[config.mk]
export PLATFORM = sky130hd
export DESIGN_NAME = rv_decode_stage
export DESIGN_NICKNAME = d
export VERILOG_FILES = /design/src/rtl/rv_decode_stage.sv
export SDC_FILE = /design/constraint.sdc
export NUM_CORES = 1
export LEC_CHECK = 0
export CELL_PAD_IN_SITES_DETAIL_PLACEMENT = 0
export CELL_PAD_IN_SITES_GLOBAL_PLACEMENT = 2
export CORE_ASPECT_RATIO = 0.5
export CORE_MARGIN = 2
export CORE_UTILIZATION = 22
export DETAILED_ROUTE_END_ITERATION = 12
export PLACE_DENSITY_LB_ADDON = 0.1
export SLEW_MARGIN = 10
export SYNTH_ARGS = -nofsm -noshare
export SYNTH_HDL_FRONTEND = slang
export SYNTH_SLANG_ARGS = --single-unit
export TNS_END_PERCENT = 30
[constraint.sdc]
create_clock -name clk -period 2.25 [get_ports clk]
set_input_delay 0.45 -clock clk [delete_from_list [all_inputs] [get_ports clk]]
set_output_delay 0.45 -clock clk [all_outputs]
set_load 0.02 [all_outputs]
[src/rtl/rv_decode_stage.sv]
// Registered RV32I decode stage with a valid/ready handshake, a single output slot and flush.
// Define DECODE_ILLEGAL_EN to enable illegal-instruction detection on the illegal output.
module rv_decode_stage #(
  parameter int unsigned     XLEN     = 32,
  parameter logic [XLEN-1:0] RESET_PC = 32'h0000_0000
) (
  input  logic            clk,
  input  logic            rst,
  input  logic            flush,
  input  logic            in_valid,
  output logic            in_ready,
  input  logic [31:0]     instr_in,
  input  logic [XLEN-1:0] pc_in,
  output logic            out_valid,
  input  logic            out_ready,
  output logic [XLEN-1:0] pc_out,
  output logic [4:0]      rs1,
  output logic [4:0]      rs2,
  output logic [4:0]      rd,
  output logic [2:0]      func3,
  output logic [6:0]      func7,
  output logic [4:0]      shamt,
  output logic [31:0]     imm,
  output logic            isALUreg,
  output logic            isALUimm,
  output logic            isBranch,
  output logic            isJALR,
  output logic            isJAL,
  output logic            isAUIPC,
  output logic            isLUI,
  output logic            isLoad,
  output logic            isStore,
  output logic            illegal
);

  localparam logic [6:0] OP_ALUREG = 7'b0110011;
  localparam logic [6:0] OP_ALUIMM = 7'b0010011;
  localparam logic [6:0] OP_BRANCH = 7'b1100011;
  localparam logic [6:0] OP_JALR   = 7'b1100111;
  localparam logic [6:0] OP_JAL    = 7'b1101111;
  localparam logic [6:0] OP_AUIPC  = 7'b0010111;
  localparam logic [6:0] OP_LUI    = 7'b0110111;
  localparam logic [6:0] OP_LOAD   = 7'b0000011;
  localparam logic [6:0] OP_STORE  = 7'b0100011;

  // Class vector bit order: {ALUreg, ALUimm, Branch, JALR, JAL, AUIPC, LUI, Load, Store}
  localparam logic [8:0] CLS_ALUREG = 9'b1_0000_0000;
  localparam logic [8:0] CLS_ALUIMM = 9'b0_1000_0000;
  localparam logic [8:0] CLS_BRANCH = 9'b0_0100_0000;
  localparam logic [8:0] CLS_JALR   = 9'b0_0010_0000;
  localparam logic [8:0] CLS_JAL    = 9'b0_0001_0000;
  localparam logic [8:0] CLS_AUIPC  = 9'b0_0000_1000;
  localparam logic [8:0] CLS_LUI    = 9'b0_0000_0100;
  localparam logic [8:0] CLS_LOAD   = 9'b0_0000_0010;
  localparam logic [8:0] CLS_STORE  = 9'b0_0000_0001;

  logic [6:0]      opcode_s;
  logic [2:0]      func3_s;
  logic [6:0]      func7_s;
  logic [31:0]     imm_i_s;
  logic [31:0]     imm_s_s;
  logic [31:0]     imm_b_s;
  logic [31:0]     imm_u_s;
  logic [31:0]     imm_j_s;
  logic [8:0]      cls_raw_s;
  logic            accept_s;

  logic            valid_d,  valid_q;
  logic [XLEN-1:0] pc_d,     pc_q;
  logic [8:0]      cls_d,    cls_q;
  logic [31:0]     imm_d,    imm_q;
  logic [4:0]      rs1_d,    rs1_q;
  logic [4:0]      rs2_d,    rs2_q;
  logic [4:0]      rd_d,     rd_q;
  logic [2:0]      func3_d,  func3_q;
  logic [6:0]      func7_d,  func7_q;
  logic [4:0]      shamt_d,  shamt_q;

  assign opcode_s = instr_in[6:0];
  assign func3_s  = instr_in[14:12];
  assign func7_s  = instr_in[31:25];

  assign imm_i_s = {{20{instr_in[31]}}, instr_in[31:20]};
  assign imm_s_s = {{20{instr_in[31]}}, instr_in[31:25], instr_in[11:7]};
  assign imm_b_s = {{19{instr_in[31]}}, instr_in[31], instr_in[7], instr_in[30:25],
                    instr_in[11:8], 1'b0};
  assign imm_u_s = {instr_in[31:12], 12'h000};
  assign imm_j_s = {{11{instr_in[31]}}, instr_in[31], instr_in[19:12], instr_in[20],
                    instr_in[30:21], 1'b0};

  assign in_ready = !valid_q || out_ready;
  assign accept_s = in_valid && in_ready && !flush;

  // Opcode to instruction class and immediate format selection
  always_comb begin
    cls_raw_s = 9'd0;
    imm_d     = 32'd0;
    case (opcode_s)
      OP_ALUREG: begin cls_raw_s = CLS_ALUREG; imm_d = 32'd0;   end
      OP_ALUIMM: begin cls_raw_s = CLS_ALUIMM; imm_d = imm_i_s; end
      OP_BRANCH: begin cls_raw_s = CLS_BRANCH; imm_d = imm_b_s; end
      OP_JALR:   begin cls_raw_s = CLS_JALR;   imm_d = imm_i_s; end
      OP_JAL:    begin cls_raw_s = CLS_JAL;    imm_d = imm_j_s; end
      OP_AUIPC:  begin cls_raw_s = CLS_AUIPC;  imm_d = imm_u_s; end
      OP_LUI:    begin cls_raw_s = CLS_LUI;    imm_d = imm_u_s; end
      OP_LOAD:   begin cls_raw_s = CLS_LOAD;   imm_d = imm_i_s; end
      OP_STORE:  begin cls_raw_s = CLS_STORE;  imm_d = imm_s_s; end
      default:   begin cls_raw_s = 9'd0;       imm_d = 32'd0;   end
    endcase
  end

`ifdef DECODE_ILLEGAL_EN
  logic illegal_d, illegal_q;

  // Encoding legality check; an illegal word carries no class so execute ignores it
  always_comb begin
    illegal_d = 1'b0;
    case (opcode_s)
      OP_ALUREG: illegal_d = !((func7_s == 7'h00) ||
                               ((func7_s == 7'h20) && ((func3_s == 3'b000) || (func3_s == 3'b101))));
      OP_ALUIMM: begin
        if (func3_s == 3'b001) begin
          illegal_d = (func7_s != 7'h00);
        end else if (func3_s == 3'b101) begin
          illegal_d = (func7_s != 7'h00) && (func7_s != 7'h20);
        end else begin
          illegal_d = 1'b0;
        end
      end
      OP_BRANCH: illegal_d = (func3_s == 3'b010) || (func3_s == 3'b011);
      OP_LOAD:   illegal_d = (func3_s == 3'b011) || (func3_s == 3'b110) || (func3_s == 3'b111);
      OP_STORE:  illegal_d = (func3_s >= 3'b011);
      OP_JALR:   illegal_d = (func3_s != 3'b000);
      OP_JAL:    illegal_d = 1'b0;
      OP_AUIPC:  illegal_d = 1'b0;
      OP_LUI:    illegal_d = 1'b0;
      default:   illegal_d = 1'b1;
    endcase
    if (instr_in[1:0] != 2'b11) begin
      illegal_d = 1'b1;
    end else begin
      illegal_d = illegal_d;
    end
  end

  assign cls_d = illegal_d ? 9'd0 : cls_raw_s;

  // Illegal flag register, loaded together with the bundle
  always_ff @(posedge clk) begin
    if (rst) begin
      illegal_q <= 1'b0;
    end else if (accept_s) begin
      illegal_q <= illegal_d;
    end else begin
      illegal_q <= illegal_q;
    end
  end

  assign illegal = illegal_q;
`else
  assign cls_d   = cls_raw_s;
  assign illegal = 1'b0;
`endif

  assign pc_d    = pc_in;
  assign rs1_d   = instr_in[19:15];
  assign rs2_d   = instr_in[24:20];
  assign rd_d    = instr_in[11:7];
  assign func3_d = func3_s;
  assign func7_d = func7_s;
  assign shamt_d = instr_in[24:20];

  // Slot occupancy: flush empties the slot, an accept fills it, a consume drains it
  always_comb begin
    valid_d = valid_q;
    if (flush) begin
      valid_d = 1'b0;
    end else if (accept_s) begin
      valid_d = 1'b1;
    end else if (out_ready) begin
      valid_d = 1'b0;
    end else begin
      valid_d = valid_q;
    end
  end

  // Valid flag register
  always_ff @(posedge clk) begin
    if (rst) begin
      valid_q <= 1'b0;
    end else begin
      valid_q <= valid_d;
    end
  end

  // Bundle registers; they only change on an accept so a stalled bundle is bit-stable
  always_ff @(posedge clk) begin
    if (rst) begin
      pc_q    <= RESET_PC;
      cls_q   <= 9'd0;
      imm_q   <= 32'd0;
      rs1_q   <= 5'd0;
      rs2_q   <= 5'd0;
      rd_q    <= 5'd0;
      func3_q <= 3'd0;
      func7_q <= 7'd0;
      shamt_q <= 5'd0;
    end else if (accept_s) begin
      pc_q    <= pc_d;
      cls_q   <= cls_d;
      imm_q   <= imm_d;
      rs1_q   <= rs1_d;
      rs2_q   <= rs2_d;
      rd_q    <= rd_d;
      func3_q <= func3_d;
      func7_q <= func7_d;
      shamt_q <= shamt_d;
    end else begin
      pc_q    <= pc_q;
      cls_q   <= cls_q;
      imm_q   <= imm_q;
      rs1_q   <= rs1_q;
      rs2_q   <= rs2_q;
      rd_q    <= rd_q;
      func3_q <= func3_q;
      func7_q <= func7_q;
      shamt_q <= shamt_q;
    end
  end

  assign out_valid = valid_q;
  assign pc_out    = pc_q;
  assign imm       = imm_q;
  assign rs1       = rs1_q;
  assign rs2       = rs2_q;
  assign rd        = rd_q;
  assign func3     = func3_q;
  assign func7     = func7_q;
  assign shamt     = shamt_q;
  assign {isALUreg, isALUimm, isBranch, isJALR, isJAL, isAUIPC, isLUI, isLoad, isStore} = cls_q;

endmodule
# == Word-level counts from Yosys, hierarchy flattened ==
# Cells that the tools add are included.
# word_totals
mem_bits_rw,0
n_memories,0
mem_bits_ro,0
output_inout_bits,106
reg_bits,99
word_cells,31
latchBits,0
# classes
reduce_logical,9
bitwise,0
multipliers,0
shift,0
n_mux,4
n_eq_ne,9
n_addsub,0
div_mod_pow,0
order_cmp,0
# op_table
operator,n
32-bit one-hot mux with 5 select lines,1
9-bit one-hot mux with 9 select lines,1
"7-bit by 6-bit == test with 1-bit output, second input constant",3
"7-bit == test, second input constant",3
"7-bit by 5-bit == test with 1-bit output, second input constant",2
"7-bit by 2-bit == test with 1-bit output, second input constant",1
2-bit OR reduction,2
3-bit OR reduction,1
1-bit logical AND,2
1-bit zero test,2
1-bit two-way mux,2
2-bit nonzero test,1
1-bit logical OR,1

# == Depth between registers and ports, before layout ==
# Gate-level depths: netlist (run 1).
# depth
ltp_word,5
ltp_mapped,7

# == Worst setup path before layout (run 1) ==
# Ideal clock, no wire load.
# synth_timing
kind,input to register
start,in instr_in[2]
end,"reg imm_q[11], in the netlist imm[11]"
required_ns,2.172
path_slack_ns,0.327
path_buffers,3
t_arrival_ns,1.845
setup_time_ns,0.078
stages,7
cell_sequence,clkbuf_1 > nand4b_1 > o311a_1 > or4_1 > buf_2 > buf_6 > a32oi_1
# synth_via
elab_chain_len,3
# synth_lines
element,line_no,source
from (decl),12,"input logic [31:0] instr_in,"
7-bit by 2-bit == test with 1-bit output (tied with other cells),98,case (opcode_s)
3-bit OR reduction (no source line) or 2-bit OR reduction (tied branches),n/a,
32-bit one-hot mux with 5 select lines (*),98,
to (signal assigned),211,imm_q <= imm_d;
to (signal assigned),221,imm_q <= imm_q;
to (decl),71,"logic [31:0] imm_d, imm_q;"
# Every way passes the cells marked *; elsewhere a longest branch is shown, timed or not.
# A chain may end at the register's enable or synchronous reset.

# == Worst setup path in the final report (run 1) ==
# layout_timing
start,in instr_in[5]
end,"reg imm_q[0], in the netlist imm[0]"
# Same word-level chain as after synthesis.

==> results by group, run 1 <==
Floorplanning
  • CORE AREA: 16600 um2
  • DIE WIDTH: 189 um
  • Die area: 18300 um2
  • Number of cell rows: 33
  • Initial core utilization: 22.8%
  • Die H: 96.7 um
  • # IOs: 175

Detailed routing
  • Drt pass-1 iters: 4
  • DRC: 0
  • Vias: 3838
  • Post-route ant nets: 0
  • Vias/cell: 4.37
  • DR iter-0 viols: 187
  • Avg WL per Cell: 16.1 um
  • WL final: 14.2 mm

Place
  • Gp weighted congestion: 0.815
  • Detailed Place HPWL: 9.90 mm
  • Placed cell count: 863
  • Port bufs: 173

STA
  • Max Slew Vio Count: 0
  • Tmin final: 2100 ps
  • Final setup fails: 0
  • Sum Neg Setup Slack: 0 ps
  • Period utilization: 93.3%
  • Final hold violations: 0
  • Slew headroom: 52.3%
  • Least-Margin Pin Slew: 715 ps
  • Fmax achieved: 476 MHz
  • Clock Skews: 5.25 ps
  • Min Hold Slack: 448 ps
  • RSZ-0062 raised after global routing: false

Critical path
  • Critical Path Sink Type: register
  • R2r setup slk: 530 ps
  • WP data required: 2530 ps
  • Critical path startpoint category: input pin
  • Max FO, Critical Path: 25
  • Worst Path Class, Setup: input pin to register
  • Worst EP arrival: 2370 ps

Clock network
  • H-tree Lvls: 3
  • CTS clk-pin slew, worst paths: 70 ps
  • Hold Buf Count CTS: 0
  • CTS root buf: clkbuf_16
  • Clk buf depth: 2
  • TritonCTS clock tree: built
  • Clock sinks: 99
  • Skew-Pair Late Insertion Delay: 350 ps
  • CTS buffer count: 9

Final layout
  • Inserted Diodes: 0
  • Area Overhead vs Synth: 63.4%
  • Layout cells sized above 1: 8.28%
  • Storage cell area: 1980 um2
  • Final Non-Filler Cells: 879
  • FILL cells: 1747
  • Multi-input gate area: 1610 um2
  • Fin nets: 716

Logic synthesis
  • Post-synth EDFFs: 0
  • Netlist cell types: 32
  • Asr flop ratio synth: 0%
  • Gate Count Post-Synth: 473
  • Syn. warnings: 0
  • Yosys reg bits: 99
  • Syn avg cell area: 8.00 um2
  • Synth Flop Type: dfxtp_1
  • Seq/Total Area, Yosys: 52.4%
  • Mapped cell area: 3780 um2
  • Syn_nets: 542

Global route
  • Vias in the first global route: 3653
  • Largest net degree at the start of global routing: 61
  • First-pass GRT wire length: 21.7 mm
  • Initial antenna violation count: 0
  • GRT Total Usage: 15.5%
  • GRT overflow: 0

Power
  • VDD IR max: 0.335 mV
  • Power per cell area: 631 nW/um2
  • Total Power: 3.90 mW
  • LEAKAGE: 2.10 nW

Flow run
  • MaxCap Viol Count: 0

Outcome
  • Status: complete, no violations

Min path
  • Hold crit path type: register to register
[worst paths after layout]
path,depth (start not counted),start,endpoint
setup / recovery,6,instr_in[5],imm[0]
hold / removal,2,imm[12],imm[12]
setup reg to reg,7,out_valid,cls_q[0]
hold reg to reg,2,imm[12],imm[12]
[per-stage QoR]
| step | util, % | instance area, um2 | setup slack (ps) |
|---|---|---|---|
| after global routing | 37.3 | 6180 | 85.8 |
| after detailed placement | 35.5 | 5900 | -205 |
| after global placement | 35.5 | 5900 | -203 |
| final | 37.3 | 6180 | 151 |
| after floorplan | - | 3780 | 327 |
| after CTS | 37.2 | 6180 | 44.5 |
[critical path, cell delays in order]
cell	delay, ps
clkdlybuf4s50_1	500
mux2_4	310
o311a_1	290
or4_1	390
buf_4	240
o21ai_0	190
[synth_stat cells, types with 3 or more instances]
library cell	n	share of area, %
dfxtp_1	99	52
o21ai_0	8	1.1
a32oi_1	7	1.6
nand2_1	153	15
o21ai_1	19	2.5
nand3_1	6	0.79
inv_1	3	0.30
buf_2	3	0.40
clkbuf_1	31	3.1
nor3_1	6	0.79
buf_4	6	1.2
a21oi_1	78	10
nor2_1	11	1.1
nand4b_1	3	0.69
a22oi_1	17	3.4
[layer usage]
layer	vias to the layer above	part of all wire, %	track usage (%)
li1	1945	-	-
met3	10	8.2	6.53
met5	-	0	0
met1	1761	50	21.9
met4	0	0.70	3.04
met2	122	41	21.8
[report_power, final]
part	leakage (nW)	internal, mW	switching [mW]	total (mW)
clock network	0.135	0.809	0.703	1.51
logic	1.16	0.276	0.289	0.565
registers	0.804	1.80	0.0253	1.83
total	2.10	2.88	1.02	3.90
[cells in the final DEF (no fill, tap or decap), types with 7 or more instances in the layout]
cell,n
buf_4,28
clkdlybuf4s50_1,171
nand2_1,152
o21ai_1,19
a32oi_1,7
a22oi_1,17
nor2_1,10
a21oi_1,77
o21ai_0,8
clkbuf_16,9
dfxtp_1,99
[flip-flops by register name (all words and copies together), names as in the netlist, 3 cells and up]
register	count
func3	3
rs1	5
imm	32
shamt	5
cls_q	9
rd	5
pc_out	32
func7	7
[final cells by class]
| cell class | count | area share, % |
|---|---|---|
| inverter | 3 | 0.182 |
| clock inverter | 4 | 0.405 |
| tap | 227 | 4.59 |
| multi-input combinational | 329 | 26.0 |
| clock buffer | 12 | 4.15 |
| sequential | 99 | 32.1 |
| timing repair buffer | 205 | 32.7 |
[kinds of logic (layout without fill, tap and decap cells)]
logic type	Yosys count	count (layout)	share of synthesized area [%]
AO/OA/AOI/OAI	133	133	19.9
buffers and inverters	45	224	5.56
flip-flops	99	99	52.4
multiplexers	1	1	0.397
other	1	1	0.0991
AND/OR/NAND/NOR	194	194	21.7
[repair_timing]
item	4_1_cts	5_1_grt
setup buffers	0	0
setup endpoints to repair	0	1
gates resized for setup	0	1
Power figures use the tool's default switching activity.
==> run 2, diff against run 1 <==
--- a/config.mk
+++ b/config.mk
@@ -8,7 +8,7 @@
 export CELL_PAD_IN_SITES_DETAIL_PLACEMENT = 0
 export CELL_PAD_IN_SITES_GLOBAL_PLACEMENT = 2
-export CORE_ASPECT_RATIO = 0.5
+export CORE_ASPECT_RATIO = 1.1
 export CORE_MARGIN = 2
-export CORE_UTILIZATION = 22
+export CORE_UTILIZATION = 20
 export DETAILED_ROUTE_END_ITERATION = 12
 export PLACE_DENSITY_LB_ADDON = 0.1
==> constraint.sdc (replaced) <==
create_clock -name clk -period 1.8 [get_ports clk]
set_input_delay 0.45 -clock clk [delete_from_list [all_inputs] [get_ports clk]]
set_output_delay 0.45 -clock clk [all_outputs]
set_load 0.02 [all_outputs]
==> run 2 against run 1 <==
  * First-iteration DRC count down 21%
  * Die area is 9.3% higher
  * Register-to-register slack got worse by 380 ps
  * Sequential cell count did not move
  * Cell area is 6.5% higher
  * Clock-buffer cell count is the same
  * Combinational power up 29%
  * Routed wire length grew 1.9%
  * Critical endpoint unchanged
  * Highest routed layer is now met5
==> results by group, run 2 (synthesis gave the netlist of run 1 again) <==
Global route
  • GRT Total Usage: 14.3% (was 15.5%)
  • First-pass GRT wire length: 21.9 mm (was 21.7 mm)
  • GRT overflow: 0 (unchanged)
  • Vias in the first global route: 3873 (was 3653)
  • Initial antenna violation count: 2 (was 0)
  • Largest net degree at the start of global routing: 76 (was 61)

Flow run
  • MaxCap Viol Count: 0 (unchanged)

Power
  • Power per cell area: 771 nW/um2 (was 631 nW/um2)
  • VDD IR max: 0.390 mV (was 0.335 mV)
  • LEAKAGE: 2.95 nW (was 2.10 nW)

Clock network
  • Clk buf depth: 2 (unchanged)
  • Clock sinks: 99 (unchanged)
  • Skew-Pair Late Insertion Delay: 350 ps (about the same)
  • CTS buffer count: 9 (unchanged)
  • Hold Buf Count CTS: 0 (unchanged)
  • TritonCTS clock tree: built (unchanged)
  • H-tree Lvls: 3 (unchanged)
  • CTS root buf: clkbuf_16 (unchanged)
  • CTS clk-pin slew, worst paths: 70 ps (about the same)

Floorplanning
  • DIE WIDTH: 135 um (was 189 um)
  • Die H: 148 um (was 96.7 um)
  • Initial core utilization: 20.5% (was 22.8%)
  • CORE AREA: 18500 um2 (was 16600 um2)
  • Die area: 20000 um2 (was 18300 um2)
  • # IOs: 175 (unchanged)
  • Number of cell rows: 52 (was 33)

STA
  • Final setup fails: 0 (unchanged)
  • Sum Neg Setup Slack: 0 ps (unchanged)
  • Clock Skews: 13.3 ps (was 5.25 ps)
  • Fmax achieved: 560 MHz
  • Period utilization: 99.3%
  • RSZ-0062 raised after global routing: true (was false)
  • Max Slew Vio Count: 0 (unchanged)
  • Tmin final: 1790 ps
  • Final hold violations: 0 (unchanged)

Detailed routing
  • Met2 wire length: 6.78 mm (was 5.82 mm)
  • Highest metal used: met5 (was met4)
  • Drt pass-1 iters: 4 (unchanged)
  • WL final: 14.4 mm (was 14.2 mm)
  • Vias/cell: 4.38 (was 4.37)
  • DRC: 0 (unchanged)
  • DR iter-0 viols: 148 (was 187)
  • WL met3: 1.04 mm (was 1.16 mm)
  • Vias: 3982 (was 3838)
  • Wire length on met1: 6.40 mm (was 7.09 mm)
  • Post-route ant nets: 0 (unchanged)
  • Avg WL per Cell: 15.9 um (was 16.1 um)

Min path
  • Hold crit path type: input pin to register (was register to register)
  • HP Start: flush (was imm[12])

Critical path
  • Worst EP arrival: 2070 ps (was 2370 ps)
  • R2r setup slk: 150 ps (was 530 ps)
  • Critical Path Sink Type: register (unchanged)
  • Top Family by Delay on Critical Path: simple AND/OR/NAND/NOR gates (was buffers and inverters)
  • CP Cell Sequence: buf_6 > mux2_4 > o311a_1 > or4_4 > buf_6 > buf_12 > o21ai_2 (was clkdlybuf4s50_1 > mux2_4 > o311a_1 > or4_1 > buf_4 > o21ai_0)
  • WP data required: 2080 ps (was 2530 ps)
  • Worst r2r src: out_valid (unchanged)
  • Crit path launch: instr_in[5] (unchanged)
  • Cell mode on critical path: buf_6
  • CP max stage delay: 500 ps (about the same)
  • Max FO, Critical Path: 6 (was 25)
  • Critical path startpoint category: input pin (unchanged)
  • CP max stage cell: or4_4 (was clkdlybuf4s50_1)
  • Worst Path Class, Setup: input pin to register (unchanged)
  • Crit path buffers/inverters: 3 (was 2)

Final layout
  • Commonest non-fill, non-tap cell in the layout: nand2_1 (was clkdlybuf4s50_1)
  • Final Non-Filler Cells: 910 (was 879)
  • Area Overhead vs Synth: 74.1% (was 63.4%)
  • FILL cells: 1932 (was 1747)
  • Fin nets: 731 (was 716)
  • Fin util: 35.7% (was 37.3%)
  • Most frequent cells in the layout: nand2_1 (152), clkdlybuf4s50_1 (121), dfxtp_1 (99), a21oi_1 (77), dlymetal6s2s_1 (38) (was clkdlybuf4s50_1 (171), nand2_1 (152), dfxtp_1 (99), a21oi_1 (77), buf_4 (28))
  • Layout cells sized above 1: 14.3% (was 8.28%)

Place
  • Port bufs: 173 (unchanged)
  • Gp weighted congestion: 0.738 (was 0.815)
  • Detailed Place HPWL: 10.0 mm (was 9.90 mm)
  • Placed cell count: 890 (was 863)

Outcome
  • Status: complete, no violations (unchanged)
run 2: path summary, 6_finish.rpt:
path | cells past startpoint | end
worst max register to register | 7 | imm[0]
worst min-delay path | 2 | out_valid
worst min register to register | 2 | imm[21]
worst max-delay path | 7 | imm[0]
run 2: layout make-up:
type,count,area (um2),share of cell area [%]
Antenna cell,1,2.50,0.0380
Clock buffer,12,267,4.05
Clock inverter,3,46.3,0.703
Inverter,3,11.3,0.171
Multi-Input combinational cell,329,1690,25.6
Sequential cell,99,1980,30.1
Tap cell,243,304,4.62
Timing Repair Buffer,220,2290,34.7
run 2: what timing repair did:
action                                  in CTS  in global routing
resized for setup                           49                 50
endpoints found under the setup margin      66                 86
cloned                                       3                  0
buffers inserted                             3                  0
pin swaps                                   21                  5
run 2: where the power goes:
group          switching [mW]  total, mW  internal, mW
logic                   0.365      0.727         0.362
clock network           0.882       2.07          1.19
registers              0.0305       2.28          2.25
run 2: routing by layer:
| layer | GRT usage, % | vias to the layer above |
|---|---|---|
| met1 | 18.0 | 1863 |
| li1 | - | 1976 |
| met4 | 5.31 | 2 |
| met5 | 0 | - |
| met3 | 4.26 | 15 |
| met2 | 23.2 | 126 |
run 2: per-stage QoR:
| step | hold slack (ps) | worst slack [ps] | cell area, um2 | power, mW |
|---|---|---|---|---|
| global placement | 437 | -675 | 6050 | 3.07 |
| floorplan | 525 | -111 | 3780 | 2.62 |
| CTS | 449 | -105 | 6520 | 5.16 |
| finish | 406 | 13.1 | 6590 | 5.08 |
| detailed placement | 442 | -719 | 6050 | 3.07 |
| global route | 398 | -0.0888 | 6590 | 5.32 |
